$ cat config.mk
export PLATFORM = sky130hd
export DESIGN_NAME = picorv32_sram_bridge
export DESIGN_NICKNAME = d
export VERILOG_FILES = /design/src/rtl/picorv32_sram_pkg.sv /design/src/rtl/picorv32_sram_bridge.sv
export SDC_FILE = /design/constraint.sdc
export NUM_CORES = 1
export LEC_CHECK = 0
export CAP_MARGIN = 20
export CORE_MARGIN = 2
export CORE_UTILIZATION = 40
export DETAILED_ROUTE_END_ITERATION = 8
export GPL_TIMING_DRIVEN = 0
export PLACE_DENSITY_LB_ADDON = 0.12
export REMOVE_ABC_BUFFERS = 1
export SYNTH_ARGS = -nofsm -noshare
export SYNTH_HDL_FRONTEND = slang
export SYNTH_SLANG_ARGS = --single-unit
$ cat constraint.sdc
create_clock -name clock -period 4.65 [get_ports clock]
set_input_delay 0.93 -clock clock [delete_from_list [all_inputs] [get_ports clock]]
set_output_delay 0.93 -clock clock [all_outputs]
set_load 0.02 [all_outputs]
$ cat src/rtl/picorv32_sram_pkg.sv
// -----------------------------------------------------------------------------
// picorv32_sram_pkg
// Shared definitions for the picorv32 -> single-port SRAM bridge.
//   state_e    : bridge FSM states (IDLE, ISSUE, WAIT, RESP)
//   WAIT_CNT_W : width of the wait-state counter (supports 0..15 wait states)
// -----------------------------------------------------------------------------
package picorv32_sram_pkg;

  localparam int WAIT_CNT_W = 4;

  typedef enum logic [1:0] {
    ST_IDLE  = 2'd0,
    ST_ISSUE = 2'd1,
    ST_WAIT  = 2'd2,
    ST_RESP  = 2'd3
  } state_e;

endpackage

$ cat src/rtl/picorv32_sram_bridge.sv
// -----------------------------------------------------------------------------
// picorv32_sram_bridge
// Adapts the picorv32 native memory interface to a single-port synchronous
// SRAM (read data appears one clock after the address is sampled). One
// request is handled at a time: the request is latched in IDLE, driven to the
// SRAM for exactly one cycle (ISSUE), optionally stretched by WAIT_STATES idle
// cycles (WAIT), and answered with a one-cycle mem_ready pulse (RESP).
//
// Parameters:
//   ADDR_W      : SRAM word-address width (must be < 30)
//   WAIT_STATES : extra idle cycles between SRAM access and response (0..15)
//
// Ports:
//   clock, resetn          : clock (rising edge), async active-low reset
//   mem_valid/instr/addr/
//   wdata/wstrb            : picorv32 request (wstrb == 0 means read)
//   mem_ready, mem_rdata   : one-cycle completion pulse and read data
//   sram_address/byteena/
//   data/wren, sram_q      : SRAM port (registered outputs)
//   err                    : sticky out-of-range flag
//
// Build option:
//   SRAM_BRIDGE_RANGE_CHECK_EN : when defined, addresses beyond the SRAM are
//   blocked (no write, zero read data) and latch err until reset. When not
//   defined, upper address bits are ignored (aliasing) and err stays 0.
// -----------------------------------------------------------------------------
module picorv32_sram_bridge
  import picorv32_sram_pkg::*;
#(
  parameter int ADDR_W      = 16,
  parameter int WAIT_STATES = 0
) (
  input  logic              clock,
  input  logic              resetn,
  input  logic              mem_valid,
  input  logic              mem_instr,
  input  logic [31:0]       mem_addr,
  input  logic [31:0]       mem_wdata,
  input  logic [3:0]        mem_wstrb,
  output logic              mem_ready,
  output logic [31:0]       mem_rdata,
  output logic [ADDR_W-1:0] sram_address,
  output logic [3:0]        sram_byteena,
  output logic [31:0]       sram_data,
  output logic              sram_wren,
  input  logic [31:0]       sram_q,
  output logic              err
);

  state_e                state_q, state_d;
  logic [WAIT_CNT_W-1:0] wait_cnt_q, wait_cnt_d;
  logic                  mem_ready_q, mem_ready_d;
  logic [31:0]           mem_rdata_q, mem_rdata_d;
  logic [ADDR_W-1:0]     sram_address_q, sram_address_d;
  logic [3:0]            sram_byteena_q, sram_byteena_d;
  logic [31:0]           sram_data_q, sram_data_d;
  logic                  sram_wren_q, sram_wren_d;
  // Response returns zero data: set for writes and blocked out-of-range reads.
  logic                  zero_rdata_q, zero_rdata_d;
  logic                  err_q, err_d;

  logic                  req_write;
  logic                  req_oor;

  // Fetch flag and byte-offset bits carry no meaning for a word-wide SRAM.
  logic unused_bits;
  assign unused_bits = &{1'b0, mem_instr, mem_addr[1:0]};

`ifdef SRAM_BRIDGE_RANGE_CHECK_EN
  assign req_oor = |mem_addr[31:ADDR_W+2];
`else
  // Upper bits dropped: accesses alias modulo the SRAM size.
  assign req_oor = 1'b0;
  logic unused_hi;
  assign unused_hi = |mem_addr[31:ADDR_W+2];
`endif

  assign req_write = |mem_wstrb;

  always_comb begin
    state_d        = state_q;
    wait_cnt_d     = wait_cnt_q;
    mem_ready_d    = mem_ready_q;
    mem_rdata_d    = mem_rdata_q;
    sram_address_d = sram_address_q;
    sram_byteena_d = sram_byteena_q;
    sram_data_d    = sram_data_q;
    sram_wren_d    = sram_wren_q;
    zero_rdata_d   = zero_rdata_q;
    err_d          = err_q;

    case (state_q)
      ST_IDLE: begin
        if (mem_valid) begin
          sram_address_d = mem_addr[ADDR_W+1:2];
          sram_data_d    = mem_wdata;
          if (req_oor) begin
            // Blocked access: the SRAM sees a request with no lanes enabled.
            sram_byteena_d = 4'h0;
            sram_wren_d    = 1'b0;
          end else begin
            sram_byteena_d = req_write ? mem_wstrb : 4'hF;
            sram_wren_d    = req_write;
          end
          zero_rdata_d = req_write | req_oor;
          err_d        = err_q | req_oor;
          state_d      = ST_ISSUE;
        end
      end

      ST_ISSUE: begin
        // SRAM has captured the access on this edge; drop the strobes but
        // keep the address so sram_q keeps reflecting the addressed word.
        sram_wren_d    = 1'b0;
        sram_byteena_d = 4'h0;
        if (WAIT_STATES == 0) begin
          state_d = ST_RESP;
        end else begin
          wait_cnt_d = WAIT_CNT_W'(WAIT_STATES);
          state_d    = ST_WAIT;
        end
      end

      ST_WAIT: begin
        if (wait_cnt_q <= WAIT_CNT_W'(1)) begin
          wait_cnt_d = '0;
          state_d    = ST_RESP;
        end else begin
          wait_cnt_d = wait_cnt_q - WAIT_CNT_W'(1);
        end
      end

      ST_RESP: begin
        // RESP spans two cycles: the first covers the SRAM read latency and
        // ends by registering the response, the second is the mem_ready cycle.
        if (!mem_ready_q) begin
          mem_ready_d = 1'b1;
          mem_rdata_d = zero_rdata_q ? 32'h0 : sram_q;
        end else begin
          mem_ready_d = 1'b0;
          state_d     = ST_IDLE;
        end
      end

      default: state_d = ST_IDLE;
    endcase
  end

  always_ff @(posedge clock or negedge resetn) begin
    if (!resetn) begin
      state_q        <= ST_IDLE;
      wait_cnt_q     <= '0;
      mem_ready_q    <= 1'b0;
      mem_rdata_q    <= 32'h0;
      sram_address_q <= '0;
      sram_byteena_q <= 4'h0;
      sram_data_q    <= 32'h0;
      sram_wren_q    <= 1'b0;
      zero_rdata_q   <= 1'b0;
      err_q          <= 1'b0;
    end else begin
      state_q        <= state_d;
      wait_cnt_q     <= wait_cnt_d;
      mem_ready_q    <= mem_ready_d;
      mem_rdata_q    <= mem_rdata_d;
      sram_address_q <= sram_address_d;
      sram_byteena_q <= sram_byteena_d;
      sram_data_q    <= sram_data_d;
      sram_wren_q    <= sram_wren_d;
      zero_rdata_q   <= zero_rdata_d;
      err_q          <= err_d;
    end
  end

  assign mem_ready    = mem_ready_q;
  assign mem_rdata    = mem_rdata_q;
  assign sram_address = sram_address_q;
  assign sram_byteena = sram_byteena_q;
  assign sram_data    = sram_data_q;
  assign sram_wren    = sram_wren_q;
  assign err          = err_q;

endmodule
### Word-level counts from Yosys, hierarchy flattened

Cells that the tools add are included.

* bitwise gates (word level): 1
* $add $sub $neg: 1
* multiplexer cells: 12
* eq/ne operators: 6
* $lt $le $gt $ge: 1
* reduce and logical (&&, ||, !) cells: 7

Operator list (count)
* 2-to-1 mux 32 bit: 1
* 2-to-1 mux 4 bit: 3
* case mux 2 bit (4 select lines): 1
* case mux 4 bit (2 select lines): 1
* 2-to-1 mux 2 bit: 3
* != test 2 bit (second input constant): 3
* AND reduction 2 bit: 3
* == test 2 bit (second input constant): 2
* less-or-equal comparator 4 x 1 -> 1 bit (second input constant): 1
* OR reduction 4 bit: 1
* subtractor 4 x 1 -> 4 bit (second input constant): 1
* AND reduction 3 bit: 1
* == test 2 x 1 -> 1 bit (second input constant): 1
* logical NOT 2 bit: 1
* 2-to-1 mux 1 bit: 2
* case mux 1 bit (2 select lines): 1
* nonzero test 2 bit: 1
* inverter 1 bit: 1

* output and inout port bits: 87
* logic and storage cells: 37
* bits in registers: 93

### Longest topological paths before layout

* word-level depth: 4
* mapped depth: 7
* mapped depth without buffers: 6

### Worst setup path after synthesis

No wires, ideal clock.

* path type: input -> register
* start point: input port mem_valid
* end point: register sram_address_q[0], in the netlist sram_address[0]
* required time: 4.525 ns
* arrival: 1.572 ns
* stages on the path: 3
* path slack: 2.953 ns
* setup time: 0.125 ns
* path through: nand2_1 > buf_2 > mux2_2

* longest elaborated chain between the ends: 1

RTL lines
* from (decl): RTL line picorv32_sram_bridge.sv:35 `input logic mem_valid,`
* AND reduction 2 bit (no line)
* to (signal assigned): RTL line picorv32_sram_bridge.sv:166 `sram_address_q <= sram_address_d;`
* to (decl): RTL line picorv32_sram_bridge.sv:54 `logic [ADDR_W-1:0] sram_address_q, sram_address_d;`

Every way passes these cells.
A chain may end at the register's enable or synchronous reset.

### Worst setup path in the final report

* start point: input port mem_valid
* end point: register sram_address_q[5], in the netlist sram_address[5]

The elaborated chain is that of the path after synthesis.

==> impl_metrics.csv <==
group,metric,value,unit
critical_path,end_kind,"flip-flop",
sta,slew_headroom,0.469,
drt,drc,0,
global_route,track_usage,0.166,
drt,ant_nets,0,
critical_path,path_cells,"clkdlybuf4s50_1 -> nand2_2 -> buf_12 -> mux2_2",
logic_synthesis,ys_ff_latch,93,
drt,vias,2749,
floorplan,coreArea,0.00920,mm^2
logic_synthesis,ys.flop_type,"dfrtp_1",
critical_path,cp_max_fo,27,
logic_synthesis,ys_warn_count,0,
clocking,clock-sinks,93,
min_path,worstHoldPathCells,2,
critical_path,critical_path.top_delay_family,"buffers and inverters",
critical_path,worst_path_max_delay_cell,"clkdlybuf4s50_1",
sta,fmax,0.429,GHz
cells_and_area,diodes,0,
power_and_ir_drop,vdd_drop_max,0.000325,V
global_route,met3_usage,0.0669,
critical_path,worstPathArrival,2.55,ns
floorplan,fp.dieH,101,um
critical_path,crit_type,"input port to flip-flop",
run,maxCapViolations,0,
floorplan,die_area,0.0103,mm^2
min_path,hold_path.class,"flip-flop to flip-flop",
global_route,use_met1,0.216,
floorplan,num_rows,35,
logic_synthesis,synth_area,0.00379,mm^2
logic_synthesis,ys_types,28,
place,dpl.hpwl,6.37,mm
sta,final.setup_skew,0.0108,ns
critical_path,worstPathRequired,4.87,ns
global_route,grtUsageMet2,0.258,
cells_and_area,fin_nets,585,
cells_and_area,fillCellCount,727,
critical_path,worst-path-stages,4,
cells_and_area,syn_to_final_growth,53.7,%
floorplan,die_w,101,um
sta,drv_slew,0,
sta,fin_setup_tns,0,ns
clocking,cts_root_buffer,"clkbuf_8",
global_route,grt_most_used_layer,"met2",
sta,hold_viol_final,0,
sta,worst_slew_pin_slew,0.797,ns
clocking,path_clk_slew,0.08,ns
sta,rsz0062_at_grt,"no",
status,status,"complete, no violations",
cells_and_area,drive_gt1_frac,0.148,
floorplan,pin_count,191,
cells_and_area,multi_input_area,0.00137,mm^2
floorplan,start_util,0.412,
clocking,holdBufCountCts,0,
drt,wl_per_cell,14.5,um
logic_synthesis,ys_seq_area_frac,0.614,
cells_and_area,seqCellArea,0.00233,mm^2
drt,viasPerCell,4.65,
clocking,cts_tree,"built",
clocking,cts.repair.resized,0,
logic_synthesis,syn_inst,306,
sta,period_share,0.501,
logic_synthesis,postSynthAreaPerCell,12.4,um^2
clocking,cts_max_level,3,
clocking,post_cts_buffers,0,
global_route,grt_max_degree,58,
power_and_ir_drop,leakage,0.00251,uW
clocking,worstSkewPairLatency,0.34,ns
place,gp_congestion,0.738,
critical_path,path_buf_inv,2,
logic_synthesis,synth_edf_count,0,
drt,wl,8.56,mm
sta,setup_viol,0,
drt,first_pass_iters,4,
clocking,clock_path_buffers,2,
critical_path,r2r_cells,5,
global_route,overflow,0,
drt,first_iter_violations,57,
clocking,numCtsBuffers,9,
sta,whs,0.481,ns
global_route,grt_pass1_wl,13.4,mm
cells_and_area,final_core_util,0.634,
critical_path,cp_slowest_stage_delay,0.49,ns
critical_path,r2r_slack,2.62,ns
logic_synthesis,synthArstFlopShare,1.00,
global_route,grt_pass1_vias,2741,
power_and_ir_drop,finalPower,3940,uW
power_and_ir_drop,powerDensity,677,mW/mm^2
sta,fin_crit,2.33,ns
global_route,antenna_found_initial,0,
place,port_buffers,172,
critical_path,startpoint_type,"input port",
-- cells in the final DEF (no fill, tap or decap), drive strengths merged, types with 2 or more instances in the layout --
cell / instances
buf: 4
clkbuf: 11
clkdlybuf4s50: 171
clkinv: 2
clkinvlp: 2
dfrtp: 93
ha: 6
inv: 6
mux2: 49
mux2i: 2
nand2: 40
nand2b: 36
nand3: 2
nor2: 2
nor2b: 2
nor4: 2
o211ai: 4
o21ai: 38
-- flip-flops by register name, summed over array words and instances (netlist names) --
register,flops
state_q,2
mem_rdata,32
mem_ready,1
sram_data,32
sram_address,16
sram_wren,1
sram_byteena,4
wait_cnt_q,4
zero_rdata_q,1
-- power breakdown --
| part | total [uW] | switching (uW) | internal (uW) |
|---|---|---|---|
| sequential | 1420 | 221 | 1200 |
| clock | 499 | 275 | 224 |
| combinational | 2030 | 973 | 1060 |
-- routing by layer --
layer / up-vias / share of wire
li1: 1354 / -
met1: 1268 / 0.44
met2: 119 / 0.44
met3: 8 / 0.11
met4: 0 / 0.0096
met5: - / 0
-- cells in the mapped netlist, drive strengths merged (2+ instances only) --
library cell / instances / share of area
buf: 11 / 0.015
clkbuf: 6 / 0.0059
dfrtp: 93 / 0.61
ha: 6 / 0.020
inv: 5 / 0.0050
mux2: 49 / 0.15
mux2i: 2 / 0.0053
nand2: 40 / 0.040
nand2b: 36 / 0.059
nand3: 2 / 0.0040
nor2: 2 / 0.0020
nor2b: 2 / 0.0033
nor4: 2 / 0.0066
o211ai: 4 / 0.0079
o21ai: 38 / 0.050
-- metrics by stage --
step / worst slack, ns / instances / instance area (um^2)
2_1_floorplan: 2.13 / 289 / 3710
3_3_place_gp: -0.851 / 572 / 5570
3_5_place_dp: 1.96 / 575 / 5640
4_1_cts: 2.32 / 591 / 5830
5_1_grt: 2.24 / 591 / 5830
6_report: 2.32 / 591 / 5830
-- worst min-delay path, delay by kind of cell, from the launching register on --
family | cells | cell delay [ns]
flops | 1 | 0.35
compound gates | 1 | 0.05
simple gates | 1 | 0.04
-- logic make-up (layout without fill, tap and decap cells) --
| logic type | Yosys count | in the layout | synth area share |
|---|---|---|---|
| compound gates | 47 | 47 | 0.0680 |
| fa+ha+maj | 6 | 6 | 0.0198 |
| xor+xnor | 1 | 1 | 0.00231 |
| other cells | 1 | 1 | 0.000989 |
| buf+inv | 22 | 196 | 0.0257 |
| mux | 51 | 51 | 0.152 |
| flops | 93 | 93 | 0.614 |
| simple gates | 85 | 85 | 0.117 |
-- final cells by class --
| class | instances | share of cell area |
|---|---|---|
| Clock buffer | 11 | 0.0260 |
| Clock inverter | 5 | 0.00580 |
| Inverter | 5 | 0.00322 |
| Multi-Input combinational cell | 191 | 0.235 |
| Sequential cell | 93 | 0.399 |
| Tap cell | 111 | 0.0238 |
| Timing Repair Buffer | 175 | 0.307 |
-- worst paths after layout --
path	end	startpoint
max	sram_address[5]	mem_valid
min	mem_rdata[10]	mem_rdata[10]
max reg2reg	sram_address[5]	state_q[0]
min reg2reg	mem_rdata[10]	mem_rdata[10]
max in group asynchronous	mem_rdata[2]	resetn
min in group asynchronous	sram_address[6]	resetn
Note: power is estimated with default switching activity, not from simulation.
